--- src/rtl/contador_bcd_varredura.sv ---
// contador_bcd_varredura
// Four-digit BCD up/down counter with a time-multiplexed display scanner
// feeding a BCD-to-seven-segment decoder.
//
// Parameters:
//   DIV_VARREDURA  clock cycles per scan slot (>= 2)
// Ports:
//   clk          system clock, rising edge
//   reset        synchronous active-high reset
//   habilita     count enable, qualifies pulso
//   pulso        one-cycle count request
//   direcao      1 = up, 0 = down
//   carrega      synchronous load request (wins over pulso)
//   valor_carga  BCD load value, [15:12] thousands .. [3:0] units
//   apaga_zeros  1 = blank leading zeros on the display
//   contagem     current BCD count
//   estouro      one-cycle pulse on 9999<->0000 wrap
//   erro_carga   one-cycle pulse when a load nibble was > 9
//   digito       BCD digit for the decoder, 4'b1111 = blank
//   anodo        active-low one-hot digit enables, bit 0 = units
module contador_bcd_varredura #(
    parameter int unsigned DIV_VARREDURA = 50000
) (
    input  logic        clk,
    input  logic        reset,
    input  logic        habilita,
    input  logic        pulso,
    input  logic        direcao,
    input  logic        carrega,
    input  logic [15:0] valor_carga,
    input  logic        apaga_zeros,
    output logic [15:0] contagem,
    output logic        estouro,
    output logic        erro_carga,
    output logic [3:0]  digito,
    output logic [3:0]  anodo
);

    localparam int unsigned DIV_W = $clog2(DIV_VARREDURA);
    localparam logic [DIV_W-1:0] DIV_MAX = DIV_W'(DIV_VARREDURA - 1);

    logic [DIV_W-1:0] divisor;
    logic [1:0]       indice;

    logic [15:0] carga_limpa;
    logic [3:0]  nibble_invalido;
    logic [15:0] conta_mais;
    logic [15:0] conta_menos;
    logic        vai_um;
    logic        empresta;
    logic [3:0]  digito_sel;
    logic [3:0]  apagado;
    logic [3:0]  prox_digito;
    logic [3:0]  prox_anodo;

    // Load sanitising: any non-BCD nibble becomes 0 and is flagged.
    always_comb begin
        carga_limpa     = '0;
        nibble_invalido = '0;
        for (int i = 0; i < 4; i++) begin
            if (valor_carga[4*i +: 4] > 4'd9) begin
                nibble_invalido[i] = 1'b1;
            end else begin
                carga_limpa[4*i +: 4] = valor_carga[4*i +: 4];
            end
        end
    end

    // BCD increment: ripple the carry while digits roll over 9 -> 0.
    always_comb begin
        conta_mais = contagem;
        vai_um     = 1'b1;
        for (int i = 0; i < 4; i++) begin
            if (vai_um) begin
                if (contagem[4*i +: 4] == 4'd9) begin
                    conta_mais[4*i +: 4] = 4'd0;
                end else begin
                    conta_mais[4*i +: 4] = contagem[4*i +: 4] + 4'd1;
                    vai_um               = 1'b0;
                end
            end
        end
    end

    // BCD decrement: ripple the borrow while digits roll under 0 -> 9.
    always_comb begin
        conta_menos = contagem;
        empresta    = 1'b1;
        for (int i = 0; i < 4; i++) begin
            if (empresta) begin
                if (contagem[4*i +: 4] == 4'd0) begin
                    conta_menos[4*i +: 4] = 4'd9;
                end else begin
                    conta_menos[4*i +: 4] = contagem[4*i +: 4] - 4'd1;
                    empresta              = 1'b0;
                end
            end
        end
    end

    // Counter state with reset > load > qualified pulse > hold priority.
    always_ff @(posedge clk) begin
        if (reset) begin
            contagem   <= '0;
            estouro    <= 1'b0;
            erro_carga <= 1'b0;
        end else if (carrega) begin
            contagem   <= carga_limpa;
            estouro    <= 1'b0;
            erro_carga <= |nibble_invalido;
        end else if (habilita && pulso) begin
            erro_carga <= 1'b0;
            if (direcao) begin
                contagem <= conta_mais;
                estouro  <= (contagem == 16'h9999);
            end else begin
                contagem <= conta_menos;
                estouro  <= (contagem == 16'h0000);
            end
        end else begin
            estouro    <= 1'b0;
            erro_carga <= 1'b0;
        end
    end

    // Scan divider and slot index; free-running, only reset affects them.
    always_ff @(posedge clk) begin
        if (reset) begin
            divisor <= '0;
            indice  <= 2'd0;
        end else if (divisor == DIV_MAX) begin
            divisor <= '0;
            indice  <= indice + 2'd1;
        end else begin
            divisor <= divisor + DIV_W'(1);
        end
    end

    // Leading-zero blanking cascades from thousands downward; units never blank.
    always_comb begin
        apagado    = 4'b0000;
        apagado[3] = apaga_zeros && (contagem[15:12] == 4'd0);
        apagado[2] = apagado[3] && (contagem[11:8] == 4'd0);
        apagado[1] = apagado[2] && (contagem[7:4] == 4'd0);
    end

    // Display selection for the current slot.
    always_comb begin
        digito_sel = 4'd0;
        case (indice)
            2'd0:    digito_sel = contagem[3:0];
            2'd1:    digito_sel = contagem[7:4];
            2'd2:    digito_sel = contagem[11:8];
            default: digito_sel = contagem[15:12];
        endcase
        prox_digito = apagado[indice] ? 4'b1111 : digito_sel;
        prox_anodo  = ~(4'b0001 << indice);
    end

    // Registered display outputs.
    always_ff @(posedge clk) begin
        if (reset) begin
            digito <= 4'b1111;
            anodo  <= 4'b1111;
        end else begin
            digito <= prox_digito;
            anodo  <= prox_anodo;
        end
    end

endmodule
--- config.mk ---
export PLATFORM = sky130hd
export DESIGN_NAME = contador_bcd_varredura
export DESIGN_NICKNAME = d
export VERILOG_FILES = /design/src/rtl/contador_bcd_varredura.sv
export SDC_FILE = /design/constraint.sdc
export NUM_CORES = 1
export LEC_CHECK = 0
export CORE_ASPECT_RATIO = 2
export CORE_MARGIN = 2
export CORE_UTILIZATION = 48
export CTS_CLUSTER_DIAMETER = 200
export DETAILED_ROUTE_END_ITERATION = 8
export PLACE_DENSITY = 0.79
export SETUP_SLACK_MARGIN = 0.15
export SLEW_MARGIN = 20
export SYNTH_ARGS = -nofsm -noshare
export SYNTH_HDL_FRONTEND = slang
export SYNTH_SLANG_ARGS = --single-unit
--- constraint.sdc ---
create_clock -name clk -period 1.6 [get_ports clk]
set_input_delay 0.16 -clock clk [delete_from_list [all_inputs] [get_ports clk]]
set_output_delay 0.16 -clock clk [all_outputs]
set_load 0.005 [all_outputs]
==> results.yml <==
timing:
  relSlewSlack_pct: 73.8
  fin_hold_ws_ns: 0.459
  rsz0062_at_grt: "true"
  period_minus_slack_ns: 1.70
  max_slew.worst_pin.slew_ns: 0.391
  fin_worst_skew_ns: 0.00371
  hold_viol_final: 0
  clock.fmax_mhz: 588
  fin_ws_ns: -0.101
  finalSetupViolCount: 12
  fin_crit_sh_pct: 106
  slew_viol_final: 0
clock_network:
  cts_tree: "yes"
  clock-sinks: 44
  clock_latency_ns: 0.29
  clk_root_buffer_cell: "clkbuf_16"
  clk_path_buf_depth: 2
  clk_pin_slew_ns: 0.06
  numCtsBuffers: 5
  htree_num_levels: 2
critical_path:
  cp.required_ns: 1.82
  path_class: "reg -> reg"
  r2r_cells: 6
  reg2reg_to: "contagem[10]$_SDFFE_PP0P_"
  end_kind: "flop"
  cp_max_fo: 8
  worstSetupStartpoint: "contagem[3]$_SDFFE_PP0P_"
  start_kind: "flop"
  worst-r2r-setup-slack_ns: -0.10
  r2r-start: "contagem[3]$_SDFFE_PP0P_"
  arrival_ns: 1.92
pwr:
  power_frac_seq_pct: 38.3
  p_leak_nw: 1.80
  peakVddDrop_v: 0.00101
  switchingPower_mw: 0.964
  p_int_mw: 2.23
  cellPowerDensity_nw_per_um2: 733
  switching_share_pct: 30.1
  clockPowerShare_pct: 30.8
  power_frac_comb_pct: 31.0
synthesis:
  async_flop_share_pct: 0
  netlist.area_leader.share_pct: 31.7
  yosys_warnings: 0
  yosysTopAreaCell: "dfxtp_1"
  synth.net_count: 381
  synth-seq-area-share_pct: 31.7
  avgSynthCellArea_um2: 7.91
  synth_edf_count: 0
  ys_seq_elements: 44
  syn_area_um2: 2780
  synthCells: 352
  netlist_top_cells_area: "dfxtp_1 (32%), nor2_1 (6.3%), o21ai_0 (3.6%)"
  synth_cell_types: 61
  synthFlopType: "dfxtp_1"
min_path:
  holdPathStages: 1
  hold_path_class: "reg -> reg"
  min_to: "divisor[0]$_SDFF_PP0_"
  hold_start: "divisor[0]$_SDFF_PP0_"
global_route:
  grt_pass1_vias: 3182
  grt_pass1_wl_mm: 14.8
  antenna_found_initial: 0
  grt_overflow_total: 0
  grt_max_degree: 17
  track_usage_pct: 29.3
finish:
  final_cells: 526
  syn_to_final_growth_pct: 56.7
  antenna_cells: 0
  drive_above_1_share_pct: 34.8
  final_util_pct: 77.1
  layout.nets: 494
  stdcell_area_um2: 4360
placed_design:
  io_buffers: 48
  hpwl_mm: 6.19
  postPlaceCellArea_um2: 3620
  place_inst: 487
  place_congestion: 0.930
outcome:
  failed_checks: "setup timing"
  status: "finished with violations"
routing:
  routedWlPerCell_um: 20.1
  routed_wl_mm: 10.5
  drt_iter0_drc: 306
  drc: 0
  via_per_inst: 6.44
  vias: 3386
  dr.pass1.iters: 5
  antenna_left: 0
die:
  die_width_um: 57.8
  die-area_um2: 6460
  io_pins: 49
  start_util_pct: 49.2
  num_rows: 39
  die_h_um: 112
  core_um2: 5660
job:
  cap_violations: 0
-- critical path, stage by stage (launching register included) --
cell	delay (ns)
dfxtp_4	0.37
nor4_4	0.40
nand2_2	0.14
a211oi_4	0.23
buf_6	0.17
and3_4	0.18
o21a_1	0.14
-- metrics by stage --
| stage | setup slack (ns) | power (mW) | TNS [ns] |
|---|---|---|---|
| CTS | 0.000285 | 3.03 | 0 |
| finish | -0.101 | 3.20 | -0.851 |
| floorplan | 0.0698 | 1.63 | 0 |
| detailed placement | -0.269 | 1.96 | -2.72 |
| global route | -0.149 | 3.28 | -1.37 |
| global placement | -0.218 | 1.95 | -2.19 |
-- routing by layer --
layer / up-vias / global-route usage, % / wire [um]
li1: 1508 / - / -
met1: 1635 / 29.6 / 3620
met2: 179 / 52.1 / 5510
met3: 64 / 4.99 / 626
met4: 0 / 20.2 / 801
met5: - / 0 / 0
-- what timing repair did --
item | in CTS | in global routing
pin swaps | 21 | 23
gates resized for setup | 63 | 47
cloned | 1 | 1
endpoints found under the setup margin | 46 | 48
setup buffers | 12 | 18
hold buffers | 0 | 0
-- final cells by class --
class / count / area, um2
Inverter: 14 / 58.8
Clock buffer: 5 / 125
Timing Repair Buffer: 133 / 1200
Fill cell: 353 / 1300
Multi-Input combinational cell: 267 / 1960
Tap cell: 61 / 76.3
Sequential cell: 44 / 925
Clock inverter: 2 / 12.5
-- cell usage after synthesis, types with 3 or more instances --
library cell   n
nand3b_1       8
buf_4          3
nand2b_1       7
a21oi_1       18
nand4_1       10
nor3_1         9
buf_1          4
a222oi_1       4
o21ai_0       20
inv_1         13
nor4_1         4
dfxtp_1       44
ha_1           6
or3_1          4
nand3_1       13
and3_1         9
buf_2         13
or2_2          4
nor2_1        47
xor2_1         9
buf_6          3
nand2_1       20
xnor2_1       10
a211oi_1       7
clkbuf_1       5
a31oi_1        8
o211ai_1       5
-- cells by family (layout without fill, tap and decap cells) --
logic type	count (synthesis)	after routing	share of synthesized area, %
adders and majority gates	6	6	2.70
DFF	44	44	31.7
xor gates and xnor gates	19	19	5.98
muxes	2	2	0.719
and+or+nand+nor	150	151	29.3
AOI/OAI and AO/OA	89	89	22.2
buffers and inverters	42	154	7.46
-- how the worst max path moves through the flow --
stage,end,slack (ns),cells after the start
global route,contagem[15]$_SDFFE_PP0P_,-0.15,5
floorplan,contagem[11]$_SDFFE_PP0P_,0.07,6
finish,contagem[10]$_SDFFE_PP0P_,-0.10,6
CTS,contagem[13]$_SDFFE_PP0P_,0.0003,5
global placement,contagem[7]$_SDFFE_PP0P_,-0.22,6
detailed placement,contagem[15]$_SDFFE_PP0P_,-0.27,8
-- power by group through the flow --
stage	sequential, mW	clock [mW]	combinational, mW
6_report	1.22	0.984	0.990
4_1_cts	1.22	0.989	0.823
3_5_place_dp	1.24	0	0.726
3_3_place_gp	1.24	0	0.715
5_1_grt	1.23	1.02	1.04
2_1_floorplan	1.22	0	0.414
-- sequential cells by signal, summed over array words and instances, names as in the netlist --
name and cells:
indice 2, divisor 16, erro_carga 1, contagem 16, estouro 1, digito 4
anodo 4
-- cells in the final DEF, fill, tap and decap left out, types with 4 or more instances in the layout --
cell type        count
dfxtp_4              9
o21ai_0             14
inv_1               11
dfxtp_1             27
nand3_1             12
a31oi_1              7
xnor2_1             10
nand2b_1             7
buf_6               20
clkbuf_16            5
nor2_1              40
nand2_1             20
a222oi_1             4
and3_1               8
or3_1                4
dfxtp_2              8
ha_1                 5
nor2_2               6
o211ai_1             5
a21oi_1             14
buf_4               63
nor3_1               6
clkdlybuf4s50_1     36
dlymetal6s2s_1       8
nand4_1             10
a211oi_1             4
nand3b_1             8
xor2_1               9
No activity file was read; power rests on OpenSTA's default activity.
